File: config.mk
export PLATFORM = sky130hd
export DESIGN_NAME = nibble_serial_alu_ctrl
export DESIGN_NICKNAME = d
export VERILOG_FILES = /design/src/rtl/nibble_serial_alu_ctrl_pkg.sv /design/src/rtl/nibble_serial_alu_ctrl.sv
export SDC_FILE = /design/constraint.sdc
export NUM_CORES = 1
export LEC_CHECK = 0
export CAP_MARGIN = 15
export CORE_UTILIZATION = 45
export DETAILED_ROUTE_END_ITERATION = 8
export PLACE_DENSITY_LB_ADDON = 0.08
export REMOVE_ABC_BUFFERS = 1
export SLEW_MARGIN = 5
export SYNTH_ARGS = -nofsm -noshare
export SYNTH_HDL_FRONTEND = slang
export SYNTH_SLANG_ARGS = --single-unit
File: constraint.sdc
create_clock -name clk -period 3 [get_ports clk]
set_clock_uncertainty 0.05 [all_clocks]
set_input_delay 0.6 -clock clk [delete_from_list [all_inputs] [get_ports clk]]
set_output_delay 0.6 -clock clk [all_outputs]
set_load 0.05 [all_outputs]
File: src/rtl/nibble_serial_alu_ctrl_pkg.sv
// Shared encodings for the nibble-serial ALU sequencer: request ops, ALU opcodes
// and FSM states.
package nibble_serial_alu_ctrl_pkg;

   localparam int unsigned NIBBLE_W = 4;

   localparam logic [1:0] OP_ADD = 2'b00;
   localparam logic [1:0] OP_SUB = 2'b01;
   localparam logic [1:0] OP_AND = 2'b10;
   localparam logic [1:0] OP_OR  = 2'b11;

   localparam logic [1:0] ALU_ADD = 2'b00;
   localparam logic [1:0] ALU_AND = 2'b10;
   localparam logic [1:0] ALU_OR  = 2'b11;

   typedef enum logic [1:0] {
      IDLE,
      RUN,
      DONE
   } state_e;

endpackage

File: src/rtl/nibble_serial_alu_ctrl.sv
// Multi-precision sequencer: feeds an external 4-bit ALU one nibble per cycle,
// LSB first, chaining the carry and assembling the W-bit result.
module nibble_serial_alu_ctrl
   import nibble_serial_alu_ctrl_pkg::*;
#(
   parameter int unsigned NIBBLES = 4,
   localparam int unsigned W = NIBBLE_W * NIBBLES
) (
   input  logic                clk,
   input  logic                rst_n,
   input  logic                in_valid_i,
   output logic                in_ready_o,
   input  logic [1:0]          in_op_i,
   input  logic [W-1:0]        in_a_i,
   input  logic [W-1:0]        in_b_i,
   input  logic                in_cin_i,
   output logic                out_valid_o,
   input  logic                out_ready_i,
   output logic [W-1:0]        out_result_o,
   output logic                out_cout_o,
   output logic                out_zero_o,
   output logic [NIBBLE_W-1:0] alu_a_o,
   output logic [NIBBLE_W-1:0] alu_b_o,
   output logic [1:0]          alu_opcode_o,
   output logic                alu_cin_o,
   input  logic [NIBBLE_W-1:0] alu_result_i,
   input  logic                alu_cout_i
);

   localparam int unsigned IdxW = (NIBBLES > 1) ? $clog2(NIBBLES) : 1;
   localparam logic [IdxW-1:0] LastIdx = IdxW'(NIBBLES - 1);

   state_e                              state_q, state_d;
   logic [NIBBLES-1:0][NIBBLE_W-1:0]    a_q, a_d;
   logic [NIBBLES-1:0][NIBBLE_W-1:0]    b_q, b_d;
   logic [NIBBLES-1:0][NIBBLE_W-1:0]    res_q, res_d;
   logic [1:0]                          op_q, op_d;
   logic [IdxW-1:0]                     idx_q, idx_d;
   logic                                carry_q, carry_d;
   logic                                zero_q, zero_d;
   logic                                arith;
   logic [NIBBLE_W-1:0]                 b_nib;

   always_comb begin
      state_d      = state_q;
      a_d          = a_q;
      b_d          = b_q;
      res_d        = res_q;
      op_d         = op_q;
      idx_d        = idx_q;
      carry_d      = carry_q;
      zero_d       = zero_q;
      in_ready_o   = 1'b0;
      alu_a_o      = '0;
      alu_b_o      = '0;
      alu_opcode_o = ALU_ADD;
      alu_cin_o    = 1'b0;
      arith        = (op_q == OP_ADD) || (op_q == OP_SUB);
      b_nib        = b_q[idx_q];

      unique case (state_q)
         IDLE: begin
            // Ready is gated by reset so nothing is offered while held in reset.
            in_ready_o = rst_n;
            if (in_valid_i) begin
               a_d     = in_a_i;
               b_d     = in_b_i;
               op_d    = in_op_i;
               idx_d   = '0;
               carry_d = (in_op_i == OP_ADD) ? in_cin_i : (in_op_i == OP_SUB);
               state_d = RUN;
            end
         end
         RUN: begin
            alu_a_o   = a_q[idx_q];
            alu_b_o   = (op_q == OP_SUB) ? ~b_nib : b_nib;
            alu_cin_o = arith & carry_q;
            unique case (op_q)
               OP_AND:  alu_opcode_o = ALU_AND;
               OP_OR:   alu_opcode_o = ALU_OR;
               default: alu_opcode_o = ALU_ADD;
            endcase
            res_d[idx_q] = alu_result_i;
            carry_d      = arith & alu_cout_i;
            if (idx_q == LastIdx) begin
               zero_d  = (res_d == '0);
               state_d = DONE;
            end else begin
               idx_d = idx_q + 1'b1;
            end
         end
         DONE: begin
            if (out_ready_i) state_d = IDLE;
         end
         default: state_d = IDLE;
      endcase
   end

   assign out_valid_o  = (state_q == DONE);
   assign out_result_o = res_q;
   assign out_cout_o   = carry_q;
   assign out_zero_o   = zero_q;

   always_ff @(posedge clk or negedge rst_n) begin
      if (!rst_n) begin
         state_q <= IDLE;
         a_q     <= '0;
         b_q     <= '0;
         res_q   <= '0;
         op_q    <= '0;
         idx_q   <= '0;
         carry_q <= 1'b0;
         zero_q  <= 1'b0;
      end else begin
         state_q <= state_d;
         a_q     <= a_d;
         b_q     <= b_d;
         res_q   <= res_d;
         op_q    <= op_d;
         idx_q   <= idx_d;
         carry_q <= carry_d;
         zero_q  <= zero_d;
      end
   end

endmodule

==> run summary, run 1 <==
Cell internal power was estimated by the tool at 2646 uW. The worst slew slack as a fraction of its limit is 53.65%. The peak fanout along the critical path came out at 7. The sequential power share is 30.7%. The final core utilization is 63.87%. The synthesized netlist devotes 2.557% of its cell area to compound gates. After synthesis, the largest family of logic cells by area is multiplexers. The maximum level of the CTS H-tree is 2. The maximum number of pins on one net before global-route repair came out at 57. In the synthesized netlist the async set-or-reset flop fraction comes to 100.0%.

The area taken by multi-input logic gates came out at 1146 um2. For this design the top-level I/O count stands at 75. The average routed wire per standard cell came out at 14.95 um. The proportion of synthesized chip area in sequential cells is 54.03%.

Summing all flip-flop and latch instances after layout gives 1401 um2. The initial utilization of the core area, before any placement, comes to 46.82%. The static leakage came out at 0.001452 uW. The growth of design area from synthesis to finish came out at 36.42%. The synthesized area is 2594 um2. The proportion of layout cells with a drive suffix above 1 is 31.68%. The number of placed instances with taps included is 327. Among all stages on the critical path, the largest delay is contributed by clkdlybuf4s50_1. Routability-driven placement finished with a final weighted congestion of 0.6981. The detailed router's first-iteration violation count is 31.

The initial antenna violation count came to 0. Yosys attributes the largest share of cell area to dfrtp_1, mux2_2, mux4_2. For the pin with the worst max-slew slack, the measured transition is 695.2 ps. After filler insertion, the fill cell instance count of the layout stands at 434.

The total via count in the routed design came out at 1720. In the synthesized netlist, the cells that appear most often are dfrtp_1, mux2_2, nor2_1, nand2_1, mux4_2. Setup repair after global routing left no endpoint under its margin. The critical path in this run is classified as reg2out. TritonCTS built the clock tree. The post-route cell area is 3538 um2.

Averaged over all synthesized cells, the footprint is 14.02 um2. The placeable core region came out at 5540 um2. The clock insertion delay at the later pin of the skew report came out at 300 ps.

The clock passes through at most 2 buffers. The synthesized-area fraction occupied by and/or/nand/nor cells came out at 8.201%. VDD sags by at most 0.6576 mV. The number of hold buffers added after cts came out at 0.

The count of nets left with antenna violations after detail routing is 0. The fraction of power spent switching nets came out at 42.93%. After Yosys synthesis, XOR and XNOR cells account for 1.351% of the synthesized area. After clock tree synthesis, the setup repair step added 0 buffers. The clock sink total came out at 56. The run finished with clean final reports. The number of buffers added by the clock tree synthesis step is 5. Per report_power, the clock group accounts for 9.3% of the total. The area share of the largest cell type after synthesis is 54.03%.

The floorplan die area came out at 6072 um2. The number of core rows came out at 27. The combinational group share of total power is 59.9%. The count of unresolved DRC violations after routing came out at 0. After layout, the minimum clock period comes to 2780 ps. The height of the die is 77.92 um. The total of warnings raised by yosys is 0.

The post-synthesis cell type with the largest combined area is dfrtp_1. In this run the worst hold path is classified as in2async. The clock-pin slew on the worst setup and hold paths came out at 90 ps. Summed over all nets, the half-perimeter wirelength after detailed placement is 3596 um. The period utilization came out at 92.67%. The largest stage delay on the critical path is 830 ps. The via count of the first global-routing pass was 1749.

The number of synthesized flops with an enable pin is 0. The repair_antennas step left the layout with diodes totalling 0. The worst-case hold slack is 384.4 ps.

The post-layout net count is 311. Walking the worst path, the cells encountered are nand2b_1, nor3b_1, clkdlybuf4s50_1. The number of unique standard cell types used by synthesis came out at 31. The aggregate global routing overflow is 0. The power density relative to cell area is 1310 nW/um2. The switching power summed over all nets is 1991 uW.

The critical path capture point type is a primary output. The required time of the worst setup path came out at 2350 ps. The wire length of the first global-routing pass came out at 8493 um. The most used flip-flop cell after synthesis is dfrtp_1.

The most common cell in the synthesized netlist is dfrtp_1. The achievable frequency came out at 0.3597 GHz. Global routing used 18.34% of the available tracks.

In this run the clock root is driven by a clkbuf_8. The aggregate routed wire length came out at 4994 um. The adder-cell area share of the yosys netlist came out at 2.412%. The share of cell area taken by muxes after synthesis came out at 29.47%. The placed instance area came out at 3442 um2. The max-capacitance violation count is 0. The worst setup path is launched from a flop. The number of instances resized during post-cts repair is 0. The number of slew-limit violations in the final report is 0. The final number of setup-violating endpoints is 0.

The number of input and output port buffers inserted is 74. The number of endpoints with negative hold slack in the final report is 0. The register bit count reported by yosys came out at 56.

The count of cells in the finished layout, fillers not included, comes to 334. The worst path arrival time is 2130 ps. The first-pass detailed-route iteration total is 4.

The gate count after technology mapping is 185. The depth of the most critical reg-to-reg path came out at 7. Dividing the detail-routed via count by the number of cells gives 5.150. The x dimension of the die came out at 77.92 um.
## cells in the final DEF (no fill, tap or decap)
| cell | Yosys | final |
|---|---|---|
| nand2b_1 | 2 | 2 |
| and3_1 | 1 | 1 |
| mux2i_1 | 1 | 1 |
| nand3b_1 | 2 | 2 |
| o31ai_2 | 1 | 1 |
| buf_2 | 4 | 1 |
| nor3_1 | 2 | 2 |
| a22o_1 | 1 | 1 |
| clkbuf_8 | 0 | 7 |
| buf_4 | 1 | 9 |
| dfrtp_1 | 56 | 56 |
| xnor2_1 | 4 | 4 |
| or4_1 | 1 | 1 |
| o21ai_1 | 2 | 2 |
| mux4_2 | 8 | 8 |
| o21ai_0 | 2 | 2 |
| buf_12 | 0 | 4 |
| and2_1 | 5 | 5 |
| and2b_1 | 1 | 1 |
| o21bai_1 | 1 | 1 |
| mux2_2 | 51 | 51 |
| a221oi_1 | 1 | 1 |
| ha_1 | 5 | 5 |
| nor2_1 | 10 | 10 |
| nand3_1 | 1 | 1 |
| o2111ai_1 | 1 | 1 |
| nand2_1 | 9 | 9 |
| clkdlybuf4s50_1 | 0 | 64 |
| inv_1 | 3 | 3 |
| or4_4 | 1 | 1 |
| nor2b_1 | 2 | 2 |
| nor3b_2 | 0 | 1 |
| nor3b_1 | 3 | 2 |
## worst max-delay path, delay by kind of cell, from the launching register on
| kind | cells | cell delay [ps] |
|---|---|---|
| flip-flops | 1 | 420 |
| buffers and inverters | 1 | 830 |
| AND/OR/NAND/NOR | 2 | 570 |
## per-stage QoR
stage	setup TNS, ps	setup slack (ps)	power [uW]
final	0	219.8	4637
after floorplan	-34930	-1008	3295
after CTS	0	178.0	4685
after global routing	0	59.86	4916
after detailed placement	0	522.0	4253
after global placement	0	540.0	4222
## final timing paths
path	from	end	slack, ps
worst min register to register	out_zero_o	out_zero_o	460
worst min-delay path	rst_n	out_zero_o	380
worst max-delay path	state_q[1]	alu_cin_o	220
max in group asynchronous	rst_n	b_q[2]	2060
worst max register to register	idx_q[0]	out_zero_o	620
min in group clk	out_zero_o	out_zero_o	460
## power by group through the flow
stage | sequential, uW | combinational, uW | clock [uW]
detailed placement | 1450 | 2800 | 0
floorplan | 1800 | 1490 | 0
CTS | 1430 | 2810 | 445
finish | 1430 | 2780 | 432
global route | 1490 | 2950 | 482
global placement | 1440 | 2780 | 0
## cells by family after synthesis
logic type,Yosys count
buffers and inverters,11
xor gates and xnor gates,4
adders and majority gates,5
muxes,60
and+or+nand+nor,40
AOI/OAI and AO/OA,9
DFF,56
## cell type report
class                           count  area share, %
Sequential cell                    56          39.60
Multi-Input combinational cell    118          32.39
Timing Repair Buffer               78          22.42
Clock buffer                        7          2.723
Tap cell                           72          2.546
Inverter                            3         0.3182
## sequential cells by signal, summed over array words and instances (netlist names)
signal / count
idx_q: 2
op_q: 2
b_q: 16
a_q: 16
out_cout_o: 1
state_q: 2
out_zero_o: 1
out_result_o: 16
## metal layers
layer	vias up	GRT usage, %	part of all wire (%)
met2	48	29.91	49
met1	850	24.57	45
met5	-	0	0
met4	0	5.000	1.0
li1	817	-	-
met3	5	4.353	4.9
No activity file was read; power rests on OpenSTA's default activity.
==> inputs of run 2 (changes only) <==
- CTS_BUF_LIST: unset -> sky130_fd_sc_hd__clkbuf_2
- SLEW_MARGIN: 5 -> unset
==> run 2 against run 1 <==
  * Fmax down 0.40%
  * Sequential power hardly changed
  * Combinational power barely moved
  * Utilization shrank 1.1 points
  * Cell area fell by 1.7%
  * Global-route usage down 0.12 points
  * Cell count unchanged
  * Wire length up 0.52%
  * Count of clock-buffer cells in the layout is 2 lower
  * Largest cell class unchanged
  * Highest routed layer unchanged
==> run summary, run 2 (synthesis results as in run 1) <==
The worst path setup slack after routing came out at 208.5 ps (-11.30 ps). The worst slew slack as a fraction of its limit came to 53.79% (+0.14 points). The x dimension of the die came out at 77.92 um (unchanged). The flow ran to the end, and the final reports show no timing, DRC or antenna violations.

The library cell used most frequently in the layout, excluding fill and tap cells, is clkdlybuf4s50_1. The aggregate global routing overflow is 0 (unchanged). The post-route cell area came out at 3478 um2 (-1.7%). The initial core utilization came to 46.82% (unchanged). The final critical-path required period is 2792 ps (+11.30 ps). The final number of setup-violating endpoints is 0 (unchanged). The clock-pin slew on the worst setup and hold paths came out at 250 ps (+160 ps). The via count of the first global-routing pass came out at 1728 (-1.2%). By startpoint and endpoint, the worst setup path is classified as reg2out. The floorplan die area came to 6072 um2 (unchanged).

The worst slack at placement was 522.0 ps (unchanged). The depth of the most critical reg-to-reg path is 6 (-1). The clock tree root driver cell is clkbuf_2. The period utilization came out at 93.05% (+0.38 points). The number of slew-limit violations in the final report is 0 (unchanged). The first-pass detailed-route iteration total is 3 (-1). The static leakage came to 0.001442 uW (-0.69%). The placed instance area came out at 3442 um2 (unchanged).

The number of buffers added by the clock tree synthesis step is 5 (unchanged). In the layout the commonest cells are clkdlybuf4s50_1, dfrtp_1, mux2_2. The placeable core region came out at 5540 um2 (unchanged). The routability congestion estimate came out at 0.6981 (unchanged). Setup repair after global routing left no endpoint under its margin. The clock insertion delay at the later pin of the skew report is 430 ps (+130 ps). The number of endpoints with negative hold slack in the final report came out at 0 (unchanged). The slack of the worst reg-to-reg path came out at 740 ps (+120 ps). The count of placed standard cells in the final layout, fillers left out was 334 (unchanged). The type of the worst min-delay path is in2async. The number of placed instances with taps included is 327 (unchanged). The maximum level of the CTS H-tree is 2 (unchanged). The number of input and output port buffers inserted came out at 74 (unchanged). The critical path capture point type is a primary output. The count of unresolved DRC violations after routing came out at 0 (unchanged).

The total via count in the routed design was 1711 (-0.52%). The clock sink total came to 56 (unchanged). The initial antenna violation count came out at 0 (unchanged). The worst supply voltage drop on vdd came to 0.6483 mV (-1.4%). The antenna diode count came out at 0 (unchanged). The proportion of layout cells with a drive suffix above 1 was 31.30% (-0.38 points). The count of boundary I/O pins came out at 75 (unchanged). The max-capacitance violation count came out at 0 (unchanged).

The worst-margin pin slew came out at 693.2 ps (-2.043 ps). The clock tree buffer depth is 2 (unchanged). The worst path arrival time was 2140 ps (about the same). The post-layout net count is 311 (unchanged). The peak fanout along the critical path is 5 (-2). The required time of the worst setup path came out at 2350 ps (about the same). The height of the die is 77.92 um (unchanged). The final core utilization is 62.78% (-1.1 points). The worst-case hold slack came out at 226.1 ps (-158.4 ps). The startpoint of the most critical register-to-register path is idx_q[1]. The power density relative to cell area came out at 1284 nW/um2 (-2.0%). The achievable frequency came out at 0.3582 GHz (-0.40%). The post-detailed-route via-to-cell ratio is 5.123 (-0.52%). The CTS tree is yes. The aggregate routed wire length is 5020 um (+0.52%).

The combined global-route utilization of all metal layers came out at 18.22% (-0.12 points). The detailed-placement wirelength estimate is 3596 um (unchanged). The wire length of the first global-routing pass is 8452 um (-0.48%). The count of nets left with antenna violations after detail routing is 0 (unchanged). The worst register-to-register path ends at out_zero_o. The maximum number of pins on one net before global-route repair is 57 (unchanged). The average routed wire per standard cell came out at 15.03 um (+0.52%).

The detailed router's first-iteration violation count is 46 (+48%). The critical path startpoint category is a flop. The post-CTS setup buffer count is 0 (unchanged). From synthesis to final layout, the design area changed by 34.11%. The number of core rows came to 27 (unchanged).
==> run 2: metrics by stage <==
stage | TNS (ps) | total power [uW]
after global routing | 0 | 4742
final | 0 | 4466
after CTS | 0 | 4515
after detailed placement | 0 | 4253
after global placement | 0 | 4222
after floorplan | -34930 | 3295
==> run 2: how the worst max path moves through the flow <==
stage               startpoint              end
floorplan           in_valid_i         idx_q[0]
global placement      idx_q[0]       alu_b_o[1]
detailed placement    idx_q[0]       alu_b_o[3]
CTS                 state_q[1]        alu_cin_o
global route        state_q[1]  alu_opcode_o[0]
finish              state_q[1]  alu_opcode_o[0]
==> run 2: area by class of cell <==
cell class / count / area [um2]
Fill cell: 448 / 2062
Sequential cell: 56 / 1403
Multi-Input combinational cell: 118 / 1146
Timing Repair Buffer: 78 / 795.8
Tap cell: 72 / 90.09
Clock buffer: 5 / 25.02
Inverter: 3 / 11.26
Clock inverter: 2 / 7.507
==> run 2: repair_timing <==
action | 4_1_cts | 5_1_grt
setup endpoints to repair | 6 | 1
gates resized for setup | 1 | 1
hold buffers | 0 | 0
==> run 2: critical path, stage by stage (launching register included) <==
cell and delay, ps:
dfrtp_1 470, and2b_1 280, and3_1 170, clkdlybuf4s50_1 790
==> run 2: layer usage <==
layer	track usage [%]	wire [um]	vias up
li1	-	-	817
met1	25.06	2295	846
met2	29.47	2453	43
met3	3.647	214	5
met4	5.000	56	0
met5	0	0	-
==> run 2: power by group <==
| part | internal [uW] | switching (uW) |
|---|---|---|
| clock | 48.0 | 216 |
| combinational | 1300 | 1480 |
| sequential | 1140 | 285 |
==> inputs of run 3 (changes only) <==
- TNS_END_PERCENT: unset -> 10
==> results of run 3 <==
Same layout as run 2: the final DEF is identical, and so are final timing and power.
